<file path="src/rtl/argmax_stream.sv">
// Streaming argmax over M signed T-bit words per vector, with a registered result beat.
// Define ARGMAX_VALUE_OUT_EN to add the max_out port carrying the winning value.
module argmax_stream #(
    parameter int M    = 5,
    parameter int T    = 9,
    parameter int logM = $clog2(M)
) (
    input  logic                clk,
    input  logic                reset,
    input  logic                s_valid,
    output logic                s_ready,
    input  logic signed [T-1:0] data_in,
    output logic                m_valid,
    input  logic                m_ready,
    output logic [logM-1:0]     data_out
`ifdef ARGMAX_VALUE_OUT_EN
    ,
    output logic signed [T-1:0] max_out
`endif
);

    localparam logic [logM-1:0] LAST = logM'(M - 1);

    typedef enum logic {
        EMPTY = 1'b0,
        FULL  = 1'b1
    } res_state_t;

    function automatic logic is_greater(input logic signed [T-1:0] a,
                                        input logic signed [T-1:0] b);
        return a > b;
    endfunction

    res_state_t          state;
    logic [logM-1:0]     cnt;
    logic signed [T-1:0] best_p0;
    logic [logM-1:0]     best_idx_p0;

    logic                last_word;
    logic                accept;
    logic                vld_p0;
    logic                new_max;
    logic [logM-1:0]     fin_idx;
`ifdef ARGMAX_VALUE_OUT_EN
    logic signed [T-1:0] fin_max;
`endif

    // Only the last word of a vector can stall, and only behind an undelivered result.
    always_comb begin
        last_word = (cnt == LAST);
        s_ready   = !(last_word && m_valid && !m_ready);
        accept    = s_valid && s_ready;
        vld_p0    = accept && last_word;
        new_max   = is_greater(data_in, best_p0);
        fin_idx   = new_max ? cnt : best_idx_p0;
`ifdef ARGMAX_VALUE_OUT_EN
        fin_max   = new_max ? data_in : best_p0;
`endif
    end

    // Stage p0: running maximum; element 0 seeds it, later words replace only on strict greater.
    always_ff @(posedge clk or negedge reset) begin
        if (!reset) begin
            cnt         <= '0;
            best_p0     <= '0;
            best_idx_p0 <= '0;
        end else if (accept) begin
            if (cnt == '0) begin
                best_p0     <= data_in;
                best_idx_p0 <= '0;
            end else if (new_max) begin
                best_p0     <= data_in;
                best_idx_p0 <= cnt;
            end
            cnt <= last_word ? '0 : cnt + 1'b1;
        end
    end

    // Result register: a completing vector always loads, even over a result consumed this edge.
    always_ff @(posedge clk or negedge reset) begin
        if (!reset) begin
            state    <= EMPTY;
            m_valid  <= 1'b0;
            data_out <= '0;
`ifdef ARGMAX_VALUE_OUT_EN
            max_out  <= '0;
`endif
        end else begin
            unique case (state)
                EMPTY: begin
                    if (vld_p0) begin
                        state   <= FULL;
                        m_valid <= 1'b1;
                    end
                end
                FULL: begin
                    if (!vld_p0 && m_ready) begin
                        state   <= EMPTY;
                        m_valid <= 1'b0;
                    end
                end
            endcase
            if (vld_p0) begin
                data_out <= fin_idx;
`ifdef ARGMAX_VALUE_OUT_EN
                max_out  <= fin_max;
`endif
            end
        end
    end

endmodule
</file>
<file path="config.mk">
export PLATFORM = sky130hd
export DESIGN_NAME = argmax_stream
export DESIGN_NICKNAME = d
export VERILOG_FILES = /design/src/rtl/argmax_stream.sv
export SDC_FILE = /design/constraint.sdc
export NUM_CORES = 1
export LEC_CHECK = 0
export ABC_AREA = 1
export BUFFER_PORTS_ARGS = -buffer_cell sky130_fd_sc_hd__buf_4
export CAP_MARGIN = 0
export CORE_UTILIZATION = 50
export DETAILED_ROUTE_END_ITERATION = 8
export PLACE_DENSITY = 0.78
export SLEW_MARGIN = 15
export SYNTH_ARGS = -nofsm -noshare
export SYNTH_HDL_FRONTEND = slang
export SYNTH_SLANG_ARGS = --single-unit
</file>
<file path="constraint.sdc">
create_clock -name clk -period 2.67 [get_ports clk]
set_input_delay 0.534 -clock clk [delete_from_list [all_inputs] [get_ports clk]]
set_output_delay 0.534 -clock clk [all_outputs]
set_load 0.02 [all_outputs]
</file>
==> out/metrics.yaml, run 1 <==
ys_ff_latch: 20
netlist_area_um2: 1230
grt_max_degree: 21
maxCapViolCount: 0
power_density_nw_per_um2: 1110
final_antenna_net_count: 0
cts_resized: 0
initial_core_util_pct: 54.4
synth_seq_area_share_pct: 40.8
numCtsBuffers: 3
status: "completed"
via_per_inst: 4.98
slowest_stage: "dfrtp_1"
met2_length_mm: 1.00
vias: 1001
cp_top_family: "flip-flops"
gp_congestion: 0.748
grt_pass1_wl_mm: 4.00
cts-root-buf: "clkbuf_4"
dr.pass1.iters: 4
drive_above_1_share_pct: 21.4
hp-class: "input pin to async pin"
hold_slack_ns: 0.0925
syn_inst: 153
dp_hpwl_mm: 1.82
clock-sinks: 20
wl_met1_mm: 1.20
rsz0062_at_grt: "no"
path_cells: "inv_1 -> ha_1 -> nand2_1 -> inv_2 -> nand3_1 -> buf_4"
met3WireLength_um: 83
drc: 0
synth_nets: 177
hold_buffers: 0
routedWlPerCell_um: 11.5
cts_tree: "built"
final.setup.tns_ns: 0
grt_pass1_vias: 919
ys_types: 19
min_period_over_period_pct: 74.7
irDropWorstVdd_mv: 0.819
end_kind: "output pin"
area_growth_pct: 15.3
worstSkewPairLatency_ns: 0.29
fmax_mhz: 501
io_buffers: 17
power_leakage_nw: 0.803
routed_wl_mm: 2.31
fp-row-count: 17
critPathKind: "flip-flop to output pin"
antenna_found_initial: 0
slew_headroom_pct: 78.3
regToRegEndpoint: "data_out[1]$_DFFE_PN0P_"
regArea_um2: 500
max_stage_delay_ns: 0.40
slew_viol_final: 0
multi_input_area_um2: 613
postCtsSetupRepairBufs: 0
critPathBufInv: 3
syn_avg_cell_area_um2: 8.01
cp-start-kind: "flip-flop"
hold_violations: 0
core_area_um2: 2250
nets: 198
dieHeight_um: 51.5
pin_count: 18
h-tree-depth: 1
setup_viol: 0
path_clk_slew_ns: 0.11
grtUsageTotal_pct: 20.3
crit_required_ns: 2.14
tightest_slew_ns: 0.325
rrSetupSlack_ns: 0.85
yosys_warnings: 0
cts_buffer_depth: 2
die_w_um: 51.5
worst_ep_arrival_time_ns: 1.46
routed.top_layer: "met4"
crit_path_max_fanout: 4
antenna_cells: 0
die-area_um2: 2650
overflow: 0
rr_startpoint: "cnt[0]$_DFFE_PN0P_"
finalCriticalPeriod_ns: 1.99
ff2ff_path_depth: 11
drtIter0Drc: 26
fin_worst_skew_ns: 0.00387
fillers: 202
[per-stage QoR]
step | std cells | total power, mW | area, um2 | utilization, % | setup slack [ns]
after CTS | 201 | 1.58 | 1410 | 62.7 | 0.673
final | 201 | 1.57 | 1410 | 62.7 | 0.675
after detailed placement | 197 | 1.40 | 1380 | 61.1 | 0.621
after global routing | 201 | 1.72 | 1410 | 62.7 | 0.571
after floorplan | 153 | 1.19 | 1230 | - | 0.885
after global placement | 197 | 1.37 | 1380 | 61.1 | 0.659
[routing by layer]
metal	global-route usage (%)	vias to the layer above
met2	32.0	23
met1	29.3	454
met3	2.63	5
met4	5.41	0
li1	-	519
met5	0	-
[worst reg2reg max path, stage by stage, from the launching register on]
cell	delay, ns
dfrtp_1	0.37
inv_1	0.09
ha_1	0.24
nand2_1	0.11
inv_2	0.05
nand3_1	0.09
nand2_2	0.11
inv_2	0.28
nand2_2	0.18
inv_2	0.10
nand3_1	0.09
nand2_1	0.06
[cell usage in the layout, fill, tap and decap left out, types with 4 or more instances in the layout]
cell type,count
dfrtp_1,20
nand3_1,20
nand2_1,50
buf_4,17
o21ai_0,4
inv_2,4
a21oi_1,4
inv_1,23
ha_1,11
[area by class of cell]
class | count | share of cell area [%]
inverter | 27 | 7.17
tap | 28 | 2.48
timing repair buffer | 17 | 9.03
clock buffer | 4 | 2.57
sequential | 20 | 35.4
multi-input combinational | 105 | 43.4
[cell families after synthesis]
family	synth area share (%)
DFF	40.8
adders and majority gates	11.2
buffers and inverters	9.18
AOI/OAI and AO/OA	4.39
and+or+nand+nor	34.4
[report_power, final]
part	switching, mW	total (mW)	internal [mW]
clock network	0.0902	0.173	0.0830
registers	0.0801	0.526	0.446
logic	0.550	0.866	0.317
total	0.720	1.57	0.846
[sequential cells by signal (all words and copies together) (netlist names)]
signal       flops
cnt              3
m_valid          1
best_idx_p0      3
best_p0          9
state            1
data_out         3
[worst max path at each step]
stage,start,end,slack [ns],depth (start not counted)
global route,cnt[0]$_DFFE_PN0P_,s_ready,0.57,6
floorplan,data_in[8],best_p0[3]$_DFFE_PN0P_,0.89,9
finish,cnt[0]$_DFFE_PN0P_,s_ready,0.68,6
detailed placement,data_in[8],best_p0[0]$_DFFE_PN0P_,0.62,11
CTS,cnt[0]$_DFFE_PN0P_,s_ready,0.67,6
global placement,data_in[8],best_p0[0]$_DFFE_PN0P_,0.66,11
[Yosys cell counts]
library cell  number  area share, %
a21oi_2            1           0.71
o21ai_0            4            1.6
nor2_2             1           0.51
a21oi_1            4            1.6
nand2_1           50             15
nand4_2            1            1.0
o21ai_1            1           0.41
inv_2              4            1.2
nand4_1            1           0.51
inv_1             23            7.0
dfrtp_1           20             41
nand2_8            2            3.3
ha_1              11             11
nor2_1             2           0.61
nand3_1           20            8.2
buf_6              1           0.92
nand2_2            3            1.5
nand2_4            2            1.8
nand3_2            2            1.6
No activity file was read; power rests on OpenSTA's default activity.
==> run 2, diff against run 1 <==
Settings changed: ABC_AREA 1 to 0, PLACE_DENSITY 0.78 to 0.77.
Clock period 2.67 ns to 2 ns, I/O delays scaled along.
==> out/metrics.yaml, run 2 <==
drc: 0  # unchanged
vias: 1449  # was 1,001
async_flop_share_pct: 100  # unchanged
worst_ep_arrival_time_ns: 2.20  # was 1.46 ns
dieHeight_um: 55.5  # was 51.5 um
clock-sinks: 20  # unchanged
finalCriticalPeriod_ns: 2.00
syn_inst: 165  # was 153
cts_buffer_depth: 2  # unchanged
drtIter0Drc: 67  # was 26
grt_pass1_wl_mm: 6.14  # was 4.00 mm
max_stage_delay_ns: 0.38  # was 0.40 ns
rsz0062_at_grt: "yes"  # was no
fp-row-count: 19  # was 17
cp-start-kind: "flip-flop"  # unchanged
total_power_mw: 3.23  # was 1.57 mW
io_buffers: 17  # unchanged
cts_tree: "built"  # unchanged
synthFlopType: "dfrtp_1"  # unchanged
hp-class: "input pin to flip-flop"  # was input pin to async pin
status: "completed"  # unchanged
cp_top_family: "compound AO/OA/AOI/OAI gates"  # was flip-flops
synth_area_leaders: "dfrtp_1, ha_1, nand2_1"  # was dfrtp_1, nand2_1, ha_1
synth-edff-count: 0  # unchanged
antenna_cells: 0  # unchanged
power_density_nw_per_um2: 1680  # was 1110 nW/um2
crit_path_max_fanout: 4  # unchanged
nets: 228  # was 198
routed_wl_mm: 3.85  # was 2.31 mm
irDropWorstVdd_mv: 1.23  # was 0.819 mV
regMostFlops: "best_p0"  # unchanged
netlist_area_um2: 1430  # was 1230 um2
fillers: 195  # was 202
slowest_stage: "dfrtp_1"  # unchanged
h-tree-depth: 1  # unchanged
drive_above_1_share_pct: 36.9  # was 21.4%
final_antenna_net_count: 0  # unchanged
slew_headroom_pct: 61.9  # was 78.3%
synth_top_area_cell: "dfrtp_1"  # unchanged
via_per_inst: 6.19  # was 4.98
core_area_um2: 2730  # was 2250 um2
utilization_pct: 70.3  # was 62.7%
initial_core_util_pct: 52.4  # was 54.4%
tightest_slew_ns: 0.571  # was 0.325 ns
overflow: 0  # unchanged
cp_common_cell: "buf_4"
fmax_mhz: 500
routedWlPerCell_um: 16.4  # was 11.5 um
setup_viol: 0  # unchanged
numCtsBuffers: 3  # unchanged
worstSkewPairLatency_ns: 0.31  # was 0.29 ns
cts-root-buf: "clkbuf_4"  # unchanged
critPathKind: "flip-flop to flip-flop"  # was flip-flop to output pin
end_kind: "flip-flop"  # was output pin
power_leakage_nw: 0.866  # was 0.803 nW
critPathBufInv: 3  # unchanged
gp_congestion: 0.802  # was 0.748
grtUsageTotal_pct: 24.8  # was 20.3%
ys_ff_latch: 20  # unchanged
ys_types: 33  # was 19
layout_commonest_cell: "buf_4"  # was nand2_1
dr.pass1.iters: 4  # unchanged
yosys_warnings: 0  # unchanged
maxCapViolCount: 0  # unchanged
die-area_um2: 3080  # was 2650 um2
synth_common_cells: "nand2_1, dfrtp_1, nand3_1"  # was nand2_1, inv_1, dfrtp_1, nand3_1, ha_1
largest_register_ffs: 9  # unchanged
synth_most_common_cell: "nand2_1"  # unchanged
antenna_found_initial: 0  # unchanged
path_clk_slew_ns: 0.11  # about the same
fin_worst_skew_ns: 0.00919  # was 0.00387 ns
hold_violations: 0  # unchanged
dp_hpwl_mm: 2.58  # was 1.82 mm
final_cell_mix: "buf_4, nand2_1, dfrtp_1"  # was nand2_1, inv_1, nand3_1, dfrtp_1, buf_4
grt_max_degree: 28  # was 21
area_growth_pct: 34.2  # was 15.3%
syn_avg_cell_area_um2: 8.67  # was 8.01 um2
synth_nets: 189  # was 177
yosys.area.top_type_share_pct: 35.0  # was 40.8%
synth_seq_area_share_pct: 35.0  # was 40.8%
die_w_um: 55.5  # was 51.5 um
min_period_over_period_pct: 100
path_cells: "inv_2 -> ha_4 -> a21oi_2 -> buf_4 -> o211ai_1 -> a21o_1 -> buf_4 -> nand3_1 -> a32o_1"  # was inv_1 -> ha_1 -> nand2_1 -> inv_2 -> nand3_1 -> buf_4
slew_viol_final: 0  # unchanged
hold_slack_ns: 0.282  # was 0.0925 ns
grt_pass1_vias: 1419  # was 919
crit_required_ns: 2.20  # was 2.14 ns
pin_count: 18  # unchanged
run 2: cell count changes after synthesis, sizes merged, moves of 4 or more:
| cell | change |
|---|---|
| clkbuf | +4 |
| nand4 | +11 |
| inv | -13 |
| buf | +5 |
| nor2 | +5 |
| o221a | +9 |
| nand3 | -6 |
| nand2 | -34 |
| o21ai | +6 |
| o211ai | +10 |
run 2: report_power, final:
part | internal, mW | switching [mW] | total (mW)
registers | 0.604 | 0.151 | 0.754
logic | 1.05 | 1.18 | 2.23
clock network | 0.111 | 0.131 | 0.242
total | 1.77 | 1.46 | 3.23
run 2: logic make-up after synthesis:
kind of cell | share of synthesized area [%]
AOI/OAI and AO/OA | 24.6
adders and majority gates | 9.62
buffers and inverters | 8.30
DFF | 35.0
and+or+nand+nor | 22.6
run 2: per-stage QoR:
step                instances  area [um2]  worst slack [ns]  setup TNS (ns)
floorplan                 165        1430            0.0184               0
global placement          224        1690            -0.149           -1.67
detailed placement        224        1690            -0.248           -2.76
CTS                       230        1770           0.00905               0
global route              234        1920           -0.0944          -0.330
finish                    234        1920          0.000256               0
run 2: layer usage:
layer  GRT usage (%)  up-vias  part of all wire, %
met5               0        -                    0
met4            10.0        0                 0.99
met3            3.04        6                  4.3
met2            41.8       49                   53
met1            32.1      702                   42
li1                -      692                    -
run 2: worst paths after layout:
path / end / slack [ns] / start / cells past startpoint
hold reg to reg: m_valid$_DFFE_PN0P_ / 0.46 / state$_DFF_PN0_ / 1
max in group asynchronous: data_out[0]$_DFFE_PN0P_ / 1.28 / reset / 2
setup / recovery: best_idx_p0[2]$_DFFE_PN0P_ / 0.0003 / best_p0[6]$_DFFE_PN0P_ / 9
min in group asynchronous: best_p0[4]$_DFFE_PN0P_ / 0.49 / reset / 2
setup reg to reg: best_idx_p0[2]$_DFFE_PN0P_ / 0.0003 / best_p0[6]$_DFFE_PN0P_ / 9
hold / removal: state$_DFF_PN0_ / 0.28 / m_ready / 2
run 2: area by class of cell:
class	instances	area, um2	share of cell area (%)
multi-input combinational	121	945	49.2
sequential	20	500	26.1
inverter	14	52.6	2.74
clock buffer	4	36.3	1.89
timing repair buffer	44	348	18.1
tap	31	38.8	2.02
run 2: what timing repair did:
| item | 4_1_cts | 5_1_grt |
|---|---|---|
| hold buffers | 1 | 0 |
| pin swaps | 2 | 14 |
| setup buffers | 1 | 4 |
| hold endpoints to repair | 20 | 0 |
| gates resized for setup | 5 | 23 |
| setup endpoints to repair | 13 | 15 |
run 2: worst reg2reg max path, cell delays in order, from the launching register on:
cell and delay, ns:
dfrtp_1 0.38, inv_2 0.07, ha_4 0.27, a21oi_2 0.07, buf_4 0.13, o211ai_1 0.24
a21o_1 0.26, buf_4 0.16, nand3_1 0.07, a32o_1 0.25
==> run 3, diff against run 2 <==
Settings changed: ABC_AREA 0 to 1, PLACE_DENSITY 0.77 to 0.78.
==> out/metrics.yaml, run 3 (synthesized netlist as in run 1, its figures left out) <==
cts-root-buf: "clkbuf_4"  # unchanged
crit_path_max_fanout: 4  # unchanged
hp-class: "input pin to flip-flop"  # unchanged
fin_worst_skew_ns: 0.00929  # was 0.00919 ns
irDropWorstVdd_mv: 1.12  # was 1.23 mV
critPathBufInv: 3  # unchanged
grt_pass1_wl_mm: 4.29  # was 6.14 mm
rrSetupSlack_ns: 0.21  # was 0.0003 ns
largest_register_ffs: 9  # unchanged
power.switching_mw: 0.977  # was 1.46 mW
status: "completed"  # unchanged
h-tree-depth: 1  # unchanged
grt_max_degree: 21  # was 28
core_area_um2: 2250  # was 2730 um2
die-area_um2: 2650  # was 3080 um2
numCtsBuffers: 3  # unchanged
maxCapViolCount: 0  # unchanged
power_density_nw_per_um2: 1480  # was 1680 nW/um2
io_buffers: 17  # unchanged
routed_wl_mm: 2.38  # was 3.85 mm
grt_pass1_vias: 1024  # was 1,419
worst_ep_arrival_time_ns: 1.47  # was 2.20 ns
final_area_um2: 1430  # was 1920 um2
drc: 0  # unchanged
hold_end: "state$_DFF_PN0_"  # unchanged
pin_count: 18  # unchanged
final_antenna_net_count: 0  # unchanged
p_seq_share_pct: 33.3  # was 23.4%
cp-start-kind: "flip-flop"  # unchanged
p_sw_share_pct: 46.3  # was 45.3%
slew_viol_final: 0  # unchanged
p_comb_share_pct: 55.6  # was 69.1%
crit_required_ns: 1.60  # was 2.20 ns
setup_viol: 0  # unchanged
regToRegEndpoint: "best_p0[0]$_DFFE_PN0P_"  # was best_idx_p0[2]$_DFFE_PN0P_
holdPathStages: 2  # unchanged
hold_violations: 0  # unchanged
pwr-share-clk_pct: 11.2  # was 7.5%
total_power_mw: 2.11  # was 3.23 mW
fp-row-count: 17  # was 19
critPathKind: "flip-flop to output pin"  # was flip-flop to flip-flop
drive_above_1_share_pct: 21.3  # was 36.9%
power_leakage_nw: 0.808  # was 0.866 nW
finalCriticalPeriod_ns: 1.87  # was 2.00 ns
min_period_over_period_pct: 93.7  # was 100%
cts_tree: "built"  # unchanged
dp_hpwl_mm: 1.85  # was 2.58 mm
rsz0062_at_grt: "no"  # was yes
path_cells: "inv_1 -> ha_1 -> nand2_1 -> inv_2 -> nand3_1 -> buf_4"  # was inv_2 -> ha_4 -> a21oi_2 -> buf_4 -> o211ai_1 -> a21o_1 -> buf_4 -> nand3_1 -> a32o_1
antenna_found_initial: 0  # unchanged
dieHeight_um: 51.5  # was 55.5 um
intPower_mw: 1.13  # was 1.77 mW
rr_startpoint: "best_p0[8]$_DFFE_PN0P_"  # was best_p0[6]$_DFFE_PN0P_
die_w_um: 51.5  # was 55.5 um
placed_cell_area_um2: 1380  # was 1690 um2
hold_path_startpoint: "m_ready"  # unchanged
cp_top_family: "flip-flops"  # was compound AO/OA/AOI/OAI gates
grtUsageTotal_pct: 21.7  # was 24.8%
postCtsSetupRepairBufs: 0  # was 1
final.setup.tns_ns: 0  # unchanged
clock-sinks: 20  # unchanged
fmax_mhz: 533  # was 500 MHz
worstSkewPairLatency_ns: 0.30  # was 0.31 ns
initial_core_util_pct: 54.4  # was 52.4%
dr.pass1.iters: 4  # unchanged
routedWlPerCell_um: 11.8  # was 16.4 um
max_stage_delay_ns: 0.41  # was 0.38 ns
ff2ff_path_depth: 11  # was 9
via_per_inst: 5.02  # was 6.19
path_clk_slew_ns: 0.12  # was 0.11 ns
regMostFlops: "best_p0"  # unchanged
end_kind: "output pin"  # was flip-flop
fillers: 212  # was 195
final_cell_mix: "nand2_1, inv_1, nand3_1, dfrtp_1, buf_4"  # was buf_4, nand2_1, dfrtp_1
layout_commonest_cell: "nand2_1"  # was buf_4
slew_headroom_pct: 82.1  # was 61.9%
nets: 199  # was 228
cts_buffer_depth: 2  # unchanged
slowest_stage: "dfrtp_1"  # unchanged
tightest_slew_ns: 0.269  # was 0.571 ns
overflow: 0  # unchanged
gp_congestion: 0.748  # was 0.802
drtIter0Drc: 22  # was 67
antenna_cells: 0  # unchanged
vias: 1015  # was 1,449
area_growth_pct: 16.3  # was 34.2%
run 3: changes by cell type in the layout (fill, tap and decap cells not counted), moves of 6 or more:
cell / change
o211ai_1: -7
inv_1: +13
nand4_1: -12
buf_4: -22
nand2_1: +27
nor2_1: -6
run 3: worst max path at each step:
stage / start / to / cells after the start
floorplan: data_in[8] / best_p0[3]$_DFFE_PN0P_ / 9
global placement: data_in[8] / best_p0[0]$_DFFE_PN0P_ / 11
detailed placement: data_in[8] / best_p0[0]$_DFFE_PN0P_ / 11
CTS: cnt[0]$_DFFE_PN0P_ / s_ready / 6
global route: cnt[0]$_DFFE_PN0P_ / s_ready / 6
finish: cnt[0]$_DFFE_PN0P_ / s_ready / 6
run 3: worst register-to-register path, cell delays in order (launching register included):
cell	delay [ns]
dfrtp_1	0.37
inv_1	0.05
ha_1	0.33
nand2_2	0.10
inv_2	0.04
a21oi_2	0.18
nand4_2	0.21
nand2_4	0.17
nand2_8	0.10
nand2_8	0.10
nand2_1	0.05
nand2_1	0.06
run 3: area by class of cell:
| type | count | area (um2) | share of cell area [%] |
|---|---|---|---|
| well taps | 28 | 35.0 | 2.46 |
| flip-flops and latches | 20 | 500 | 35.1 |
| inverters | 27 | 104 | 7.28 |
| multi-input cells | 105 | 613 | 43.0 |
| clock buffers | 4 | 36.3 | 2.54 |
| repair buffers | 18 | 138 | 9.65 |
run 3: power groups by stage:
stage,Sequential (mW),Combinational [mW],Clock [mW]
floorplan,0.724,0.865,0
finish,0.701,1.17,0.235
CTS,0.701,1.18,0.241
global route,0.723,1.34,0.250
global placement,0.705,1.12,0
detailed placement,0.704,1.17,0
run 3: metrics by stage:
step	setup WS, ns	cells	hold slack, ns	util [%]
floorplan	0.349	153	0.104	-
global placement	0.123	197	0.291	61.1
detailed placement	0.0677	197	0.293	61.1
CTS	0.124	202	0.280	63.2
global route	0.0352	202	0.288	63.3
finish	0.125	202	0.276	63.3
run 3: what timing repair did:
action                                  in CTS  in global routing
resized for setup                            0                  2
endpoints found under the setup margin       0                  3
hold buffers                                 1                  0
endpoints found under the hold margin       20                  0
run 3: metal layers:
metal,share of wire (%),GRT usage [%],up-vias
met4,1.2,7.66,0
met1,48,29.3,456
met5,0,0,-
met3,3.9,2.63,4
met2,47,35.9,30
li1,-,-,525
